## src/rtl/exu_pkg.sv

```systemverilog
// Shared types and constants for the execute stage.
// Holds ALU/FD/FGS codes, flag bit indices and the ID/EX and EX/MEM bus layouts.
package exu_pkg;

  localparam int IDEX_W  = 91;
  localparam int EXMEM_W = 76;

  // Field offsets on the ID/EX bus
  localparam int IDEX_DATA1_LSB = 9;
  localparam int IDEX_DATA2_LSB = 25;
  localparam int IDEX_PC_LSB    = 52;

  // Field offsets on the EX/MEM bus
  localparam int EXMEM_DATA_LSB  = 0;
  localparam int EXMEM_ADDR_LSB  = 38;
  localparam int EXMEM_FLAGS_LSB = 73;

  // Flag register bit positions: {NF,CF,ZF}
  localparam int F_NF = 2;
  localparam int F_CF = 1;
  localparam int F_ZF = 0;

  // Two-operand ALU codes (OPS=0)
  localparam logic [2:0] OP_ADD = 3'd0;
  localparam logic [2:0] OP_SUB = 3'd1;
  localparam logic [2:0] OP_AND = 3'd2;
  localparam logic [2:0] OP_OR  = 3'd3;
  localparam logic [2:0] OP_SHL = 3'd4;
  localparam logic [2:0] OP_SHR = 3'd5;
  localparam logic [2:0] OP_NOT = 3'd7;

  // One-operand ALU codes (OPS=1)
  localparam logic [2:0] OP_INC = 3'd0;
  localparam logic [2:0] OP_DEC = 3'd1;

  typedef enum logic [1:0] {
    FD_NOP  = 2'b00,
    FD_SETC = 2'b01,
    FD_MOV  = 2'b10,
    FD_ALU  = 2'b11
  } fd_e;

  typedef enum logic [1:0] {
    FGS_ALW = 2'b00,
    FGS_ZF  = 2'b01,
    FGS_NF  = 2'b10,
    FGS_CF  = 2'b11
  } fgs_e;

  // MSB-first; bit positions noted on the right
  typedef struct packed {
    logic        stack_flags; // 90
    logic        stack_pc;    // 89
    logic        imm;         // 88
    logic [2:0]  src;         // 87:85
    logic        jwsp;        // 84
    logic [31:0] pc;          // 83:52
    fgs_e        fgs;         // 51:50
    logic        spop;        // 49
    logic        sp;          // 48
    logic        jmp;         // 47
    logic        wb;          // 46
    logic        mw;          // 45
    logic        mr;          // 44
    logic [2:0]  wb_addr;     // 43:41
    logic [15:0] data2;       // 40:25
    logic [15:0] data1;       // 24:9
    fd_e         fd;          // 8:7
    logic        alu;         // 6
    logic [2:0]  alu_op;      // 5:3
    logic        ops;         // 2
    logic        iow;         // 1
    logic        ior;         // 0
  } id_ex_t;

  typedef struct packed {
    logic [2:0]  final_flags; // 75:73
    logic        stack_flags; // 72
    logic        stack_pc;    // 71
    logic        jwsp;        // 70
    logic [31:0] address;     // 69:38
    logic        wb;          // 37
    logic        mw;          // 36
    logic        mr;          // 35
    logic [2:0]  wb_addr;     // 34:32
    logic [31:0] data;        // 31:0
  } ex_mem_t;

  function automatic logic [31:0] zext16(input logic [15:0] v);
    return {16'b0, v};
  endfunction

endpackage

```

## src/rtl/alu16.sv

```systemverilog
// 16-bit combinational ALU with {NF,CF,ZF} flag generation.
// Ports: a,b operands; op/ops select; flags_in current flags; res, flags_out. Shifts need EXU_SHIFT_EN.
module alu16
  import exu_pkg::*;
(
  input  logic [15:0] a,
  input  logic [15:0] b,
  input  logic [2:0]  op,
  input  logic        ops,
  input  logic [2:0]  flags_in,
  output logic [15:0] res,
  output logic [2:0]  flags_out
);

  logic [16:0] sum;
  logic        cf;
  logic        upd;
`ifdef EXU_SHIFT_EN
  logic [4:0]  n;
  logic [31:0] wl;
  logic [31:0] wr;
`endif

  always_comb begin
    res = a;
    sum = '0;
    cf  = flags_in[F_CF];
    upd = 1'b1;
`ifdef EXU_SHIFT_EN
    n  = b[4:0];
    // Widened shifts: bit 16 / bit 15 is the last bit shifted out,
    // and naturally reads 0 once the amount exceeds 16.
    wl = {16'b0, a} << n;
    wr = {a, 16'b0} >> n;
`endif
    if (ops) begin
      case (op)
        OP_INC: begin
          sum = {1'b0, a} + 17'd1;
          res = sum[15:0];
          cf  = sum[16];
        end
        OP_DEC: begin
          sum = {1'b0, a} - 17'd1;
          res = sum[15:0];
          cf  = sum[16];
        end
        OP_NOT: res = ~a;
        default: res = a;
      endcase
    end else begin
      case (op)
        OP_ADD: begin
          sum = {1'b0, a} + {1'b0, b};
          res = sum[15:0];
          cf  = sum[16];
        end
        OP_SUB: begin
          sum = {1'b0, a} - {1'b0, b};
          res = sum[15:0];
          cf  = sum[16];
        end
        OP_AND: res = a & b;
        OP_OR:  res = a | b;
        OP_NOT: res = ~a;
`ifdef EXU_SHIFT_EN
        OP_SHL: begin
          res = wl[15:0];
          if (n != 5'd0) cf = wl[16];
        end
        OP_SHR: begin
          res = wr[31:16];
          if (n != 5'd0) cf = wr[15];
        end
`else
        OP_SHL: upd = 1'b0;
        OP_SHR: upd = 1'b0;
`endif
        default: res = a;
      endcase
    end
    if (upd) begin
      flags_out = {res[15], cf, (res == 16'd0)};
    end else begin
      flags_out = flags_in;
    end
  end

endmodule

```

## src/rtl/execution_unit.sv

```systemverilog
// Execute stage: ALU, MOV/IN/OUT data select, stack addressing, jump resolution.
// In: clk, reset, ID_EX, operands/forwarding, SP. Out: EX_MEM, Flags, SP out, jump. Option: EXU_SHIFT_EN.
module execution_unit
  import exu_pkg::*;
(
  input  logic        clk,
  input  logic        reset,
  input  logic [90:0] ID_EX,
  input  logic [15:0] Immediate_Value,
  input  logic [1:0]  Fwd_Sel,
  input  logic [15:0] Fwd_Data1,
  input  logic [15:0] Fwd_Data2,
  input  logic [2:0]  Flags_From_Memory,
  input  logic [15:0] INPUT_PORT,
  input  logic [31:0] Stack_Pointer,
  output logic [75:0] EX_MEM,
  output logic [2:0]  Flags,
  output logic [31:0] Stack_Pointer_Out,
  output logic        Taken_Jump,
  output logic        To_PC_Selector
);

  id_ex_t      ie;
  ex_mem_t     em_d;
  ex_mem_t     em_q;
  logic [2:0]  flags_q;
  logic [2:0]  nxt;
  logic [2:0]  alu_flags;
  logic [15:0] alu_res;
  logic [15:0] a_op;
  logic [15:0] d2_op;
  logic [15:0] b_op;
  logic        taken;
  logic        unused_src;

  assign ie = id_ex_t'(ID_EX);
  assign unused_src = ^ie.src;

  assign a_op  = Fwd_Sel[0] ? Fwd_Data1 : ie.data1;
  assign d2_op = Fwd_Sel[1] ? Fwd_Data2 : ie.data2;
  assign b_op  = ie.imm ? Immediate_Value : d2_op;

  alu16 u_alu (
    .a         (a_op),
    .b         (b_op),
    .op        (ie.alu_op),
    .ops       (ie.ops),
    .flags_in  (flags_q),
    .res       (alu_res),
    .flags_out (alu_flags)
  );

  // Next flags: ALU/SETC/CLRC, then jump clearing, then stack pop restore
  always_comb begin
    nxt   = flags_q;
    taken = 1'b0;
    if (ie.alu && ie.fd == FD_ALU) begin
      nxt = alu_flags;
    end else if (!ie.alu && ie.fd == FD_SETC) begin
      nxt[F_CF] = 1'b1;
    end else if (ie.alu && ie.fd == FD_NOP) begin
      nxt[F_CF] = 1'b0;
    end
    if (ie.jmp) begin
      case (ie.fgs)
        FGS_ALW: taken = 1'b1;
        FGS_ZF: if (flags_q[F_ZF]) begin
          taken     = 1'b1;
          nxt[F_ZF] = 1'b0;
        end
        FGS_NF: if (flags_q[F_NF]) begin
          taken     = 1'b1;
          nxt[F_NF] = 1'b0;
        end
        FGS_CF: if (flags_q[F_CF]) begin
          taken     = 1'b1;
          nxt[F_CF] = 1'b0;
        end
        default: taken = 1'b0;
      endcase
    end
    if (ie.sp && ie.spop && ie.stack_flags) begin
      nxt = Flags_From_Memory;
    end
  end

  always_comb begin
    em_d = '0;
    if (ie.stack_pc) begin
      em_d.data = ie.pc;
    end else if (ie.ior) begin
      em_d.data = zext16(INPUT_PORT);
    end else if (ie.iow) begin
      em_d.data = zext16(a_op);
    end else if (ie.fd == FD_ALU) begin
      em_d.data = zext16(alu_res);
    end else if (ie.fd == FD_MOV) begin
      em_d.data = zext16(b_op);
    end else begin
      em_d.data = zext16(a_op);
    end
    if (ie.sp) begin
      em_d.address = ie.spop ? Stack_Pointer + 32'd1
                             : Stack_Pointer;
    end else begin
      em_d.address = zext16(a_op);
    end
    em_d.wb_addr     = ie.wb_addr;
    em_d.mr          = ie.mr;
    em_d.mw          = ie.mw;
    em_d.wb          = ie.wb;
    em_d.jwsp        = ie.jwsp;
    em_d.stack_pc    = ie.stack_pc;
    em_d.stack_flags = ie.stack_flags;
    em_d.final_flags = nxt;
  end

  always_comb begin
    Stack_Pointer_Out = Stack_Pointer;
    if (ie.sp) begin
      Stack_Pointer_Out = ie.spop ? Stack_Pointer + 32'd1
                                  : Stack_Pointer - 32'd1;
    end
  end

  assign Taken_Jump     = taken;
  assign To_PC_Selector = taken;

  always_ff @(posedge clk or posedge reset) begin
    if (reset) begin
      flags_q <= '0;
      em_q    <= '0;
    end else begin
      flags_q <= nxt;
      em_q    <= em_d;
    end
  end

  assign EX_MEM = em_q;
  assign Flags  = flags_q;

endmodule

```

## config.mk

```make
export PLATFORM = sky130hd
export DESIGN_NAME = execution_unit
export DESIGN_NICKNAME = d
export VERILOG_FILES = /design/src/rtl/exu_pkg.sv /design/src/rtl/alu16.sv /design/src/rtl/execution_unit.sv
export SDC_FILE = /design/constraint.sdc
export NUM_CORES = 1
export LEC_CHECK = 0
export BUFFER_PORTS_ARGS = -buffer_cell sky130_fd_sc_hd__buf_2
export CAP_MARGIN = 5
export CELL_PAD_IN_SITES_DETAIL_PLACEMENT = 1
export CELL_PAD_IN_SITES_GLOBAL_PLACEMENT = 1
export CORE_MARGIN = 2
export CORE_UTILIZATION = 30
export CTS_CLUSTER_DIAMETER = 50
export DETAILED_ROUTE_END_ITERATION = 7
export PLACE_DENSITY_LB_ADDON = 0.08
export SKIP_CTS_REPAIR_TIMING = 1
export SLEW_MARGIN = 20
export SYNTH_ARGS = -nofsm -noshare
export SYNTH_HDL_FRONTEND = slang
export SYNTH_SLANG_ARGS = --single-unit
```

## constraint.sdc

```tcl
create_clock -name clk -period 4 [get_ports clk]
set_input_delay 0.6 -clock clk [delete_from_list [all_inputs] [get_ports clk]]
set_output_delay 0.6 -clock clk [all_outputs]
set_load 0.02 [all_outputs]
```

### Word level (Yosys, flattened, before mapping)

Index checks and enable logic that the tools add are counted.

| storage, ports and cells | value |
|---|---|
| register bits | 76 |
| output and inout port bits | 113 |
| input port bits | 194 |

| operators by class | value |
|---|---|
| bitwise gates (word level) | 3 |
| multiplexer cells | 39 |
| eq/ne operators | 12 |
| add/sub/neg operators | 6 |
| reduce and logical (&&, ||, !) cells | 11 |

Operators with widths:

| operator | number |
|---|---|
| 32-bit two-way mux | 5 |
| 16-bit two-way mux | 8 |
| 16-bit case mux with 5 select lines | 1 |
| 16-bit case mux with 3 select lines | 1 |
| 32-bit by 1-bit adder with 32-bit output (second input constant) | 1 |
| 32-bit by 1-bit subtractor with 32-bit output (second input constant) | 1 |
| 1-bit two-way mux | 18 |
| 16-bit by 1-bit adder with 17-bit output (second input constant) | 1 |
| 16-bit by 16-bit adder with 17-bit output | 1 |
| 16-bit by 1-bit subtractor with 17-bit output (second input constant) | 1 |
| 16-bit by 16-bit subtractor with 17-bit output | 1 |
| 16-bit AND | 1 |
| 16-bit zero test | 1 |
| 16-bit NOT | 1 |
| 16-bit OR | 1 |
| 3-bit == test (second input constant) | 3 |
| 3-bit two-way mux | 3 |
| 2-bit == test (second input constant) | 4 |
| 3-bit by 2-bit == test with 1-bit output (second input constant) | 2 |
| 1-bit logical AND | 5 |
| 2-bit by 1-bit == test with 1-bit output (second input constant) | 2 |
| 2-bit zero test | 2 |
| 1-bit case mux with 2 select lines | 2 |
| 1-bit case mux with 4 select lines | 1 |
| 4 further kinds | 4 |

### Longest topological paths before layout

| depth | value |
|---|---|
| word-level depth | 12 |
| mapped depth | 18 |
| gate-level depth less buffers | 17 |

### Modules after synthesis

Synthesis repeated with hierarchy kept, for this count alone.

| second synthesis, totals | value |
|---|---|
| cell total of the unflattened synthesis | 1,174 |
| area total of the unflattened synthesis | 9,009.9 um^2 |

Modules (own cells, without submodules):

| module | sequential area each (um^2) | area each (um^2) | times used | cells an instance |
|---|---|---|---|---|
| execution_unit | 1,901.8 | 5,084.9 | 1 | 581 |
| alu16 | 0.0 | 3,925.0 | 1 | 593 |

### Least setup slack after synthesis

Ideal clock, no wire load.

| path | value |
|---|---|
| path kind | input to register |
| start point | in Fwd_Sel[1] |
| end point | reg flags_q[0], in the netlist Flags[0] |
| slack | -0.383 ns |
| arrival | 4.306 ns |
| required time | 3.924 ns |
| stages | 17 |
| cell sequence | clkbuf_1 clkbuf_1 mux2i_1 o21ai_0 inv_1 ha_1 buf_6 or3_4 or4_4 nor2_2 a221oi_2 o2bb2ai_2 a2111o_1 a31oi_1 and2b_1 nand4_1 o21ai_1 |

RTL lines:

| what | line | text |
|---|---|---|
| start: declaration | execution_unit.sv:10 | `input logic [1:0] Fwd_Sel,` |
| end signal: assignment | execution_unit.sv:134 | `flags_q <= nxt;` |
| end: declaration | execution_unit.sv:26 | `logic [2:0] flags_q;` |

### Worst setup path in the final report

| path | value |
|---|---|
| start point | in ID_EX[49] |
| end point | out Stack_Pointer_Out[31] |

| between the ends | value |
|---|---|
| longest elaborated chain between the ends | 2 |

Ends and longest elaborated chain:

| what | line | text |
|---|---|---|
| start: declaration | execution_unit.sv:8 | `input logic [90:0] ID_EX,` |
| 32-bit two-way mux | execution_unit.sv:121 | `Stack_Pointer_Out = ie.spop ? Stack_Pointer + 32'd1` |
| 32-bit two-way mux | execution_unit.sv:120 | `if (ie.sp) begin` |
| end: declaration | execution_unit.sv:18 | `output logic [31:0] Stack_Pointer_Out,` |

Every way passes these cells.

==> flow_summary.ini <==
[global_route]
grt_use_total = 0.266
grt_antenna_before_repair = 4
grt_max_degree = 79
grt_pass1_vias = 10600
grt-ovfl-total = 0
grt_pass1_wl_um = 63400

[sta]
timing.hold.ws_ns = 0.357
relSlewSlack = 0.457
period_minus_slack_ns = 3.88
worst_slack_ns = 0.122
finalHoldViolations = 0
drv_slew = 0
finalCritPeriodShare = 0.969
setup_viol = 0
tightest_slew_ns = 0.815
fmax_mhz = 258
fin_skew_ns = 0
rsz0062_at_grt = yes

[route]
wire_per_inst_um = 21.5
ant_nets = 0
drcViolationCount = 0
wl_um = 42300
post_drt_via_cell_ratio = 5.32
dr.pass1.iters = 5
vias = 10500
initialDrtViolationCount = 492

[floorplan]
core_mm2 = 0.0288
start_util = 0.306
fp-row-count = 62
fp.dieH_um = 175
ios = 307
die_x_um = 175
fp.dieArea_mm2 = 0.0308

[setup_path]
path_class = input pin to output pin
worst_setup_path_start_kind = input pin
r2r_start = Flags[0]$_DFF_PP0_
crit_fanout = 5
worstPathRequired_ns = 3.40
startpoint = ID_EX[49]
arrival_ns = 3.28
end_kind = output pin

[yosys]
ys.flop_type = dfrtp_1
syn-cell-area_mm2 = 0.00881
syn_nets = 1403
synth-async-reset-ratio = 1.00
syn_inst = 1154
synth_edf_count = 0
ys.warnings.count = 0
ys_ff_latch = 76
synth_cell_types = 91
synth_area_per_cell_um2 = 7.64
seq_area_frac_synth = 0.216

[clock_tree]
clk_latency_ns = 0.34
cts_max_level = 3
cts.sinks = 76
cts_buffers = 9
clock_path_buffers = 2
cts_tree = built
clock-root-buffer = clkbuf_16
clk_pin_slew_worst_paths_ns = 0.07

[cells_and_area]
n_antenna_cell = 0
nets = 1833
final_cell_mix = 302 x buf_2, 198 x buf_4, 102 x a21oi_1
layout-drive-gt1-share = 0.366
final_common_cell = buf_2
area_growth_pct = 41.5
fin_area_mm2 = 0.0125

[placed_design]
io_buffers = 303
post_dp_cell_area_mm2 = 0.0120
hpwl_um = 34800
gp_congestion = 0.887
dp_slack_ns = -0.431

[pwr]
power.total_mw = 3.33
ir_drop_mv = 0.169
power_density_mw_per_mm2 = 267
p_leak_nw = 5.89

[worst_hold_path]
min_from = ID_EX[41]
hp-class = input pin to register

[job]
max-cap-violations = 0

[status]
status = complete, no violations
==> synth_stat cells (14+ instances only) <==
cell type    n  area [um^2]
a21oi_1    105          526
nor2_1      97          364
o21ai_0     89          445
nand2_1     83          312
dfrtp_1     76         1900
xnor2_1     69          604
clkbuf_1    55          206
inv_1       55          206
ha_1        53          663
nand3_1     44          220
mux2i_1     36          360
and2_1      35          219
and3_1      21          131
xor2_1      19          166
nor3_1      18         90.1
a211oi_1    16          120
buf_2       14         70.1
nor4_1      14         87.6
==> routing by layer <==
metal,track usage,up-vias,wire length [um]
met3,0.0335,59,2170
met2,0.466,308,21100
met1,0.341,5093,18000
met4,0.0799,8,1020
li1,-,5023,-
met5,0,-,62
==> where the power goes <==
part / leakage [nW] / internal [mW] / switching (mW)
registers: 0.926 / 0.824 / 0.0235
clock network: 0.146 / 0.503 / 0.332
logic: 4.82 / 0.685 / 0.965
total: 5.89 / 2.01 / 1.32
==> final timing paths <==
check / slack [ns] / endpoint / depth (start not counted)
max: 0.12 / Stack_Pointer_Out[31] / 12
min: 0.36 / EX_MEM[32]$_DFF_PP0_ / 1
max reg2reg: 1.57 / Flags[0]$_DFF_PP0_ / 8
min reg2reg: 0.68 / Flags[2]$_DFF_PP0_ / 2
max in group asynchronous: 2.82 / EX_MEM[58]$_DFF_PP0_ / 3
min in group asynchronous: 0.38 / EX_MEM[25]$_DFF_PP0_ / 2
==> area by class of cell <==
cell class | count | area (um^2)
timing repair buffer | 508 | 3150
fill | 3659 | 16300
tap | 384 | 480
multi-input combinational | 930 | 6410
sequential | 76 | 1900
inverter | 59 | 224
clock inverter | 5 | 60.1
clock buffer | 11 | 243
==> flip-flops by register name, indices dropped and copies added, names as in the netlist <==
name / flops
Flags: 3
EX_MEM: 73
==> worst max-delay path, stage by stage <==
cell and delay [ns]:
buf_2 0.12, nor4_4 0.38, and2_1 0.23, nand2_2 0.11, nor3_2 0.12, nand2_1 0.10, or4_4 0.47, or4_4 0.46
nor3b_2 0.21, o21ai_1 0.11, xnor2_1 0.19, buf_2 0.18
==> logic make-up (layout without fill, tap and decap cells) <==
logic type	Yosys count	count (layout)	share of synthesized area
buffers and inverters	148	583	0.0720
adder cells (fa/ha/maj)	55	55	0.0798
multiplexers	44	44	0.0551
AND/OR/NAND/NOR	386	386	0.228
AO/OA/AOI/OAI	357	357	0.262
flip-flops	76	76	0.216
XOR/XNOR	88	88	0.0875
==> stage by stage <==
stage | utilization | TNS (ns) | cells
6_report | 0.433 | 0 | 1973
5_1_grt | 0.433 | -0.282 | 1973
4_1_cts | 0.428 | -0.0904 | 1972
3_5_place_dp | 0.418 | -2.51 | 1956
3_3_place_gp | 0.418 | -1.63 | 1956
2_1_floorplan | - | 0 | 1154
No activity file was read; power rests on OpenSTA's default activity.
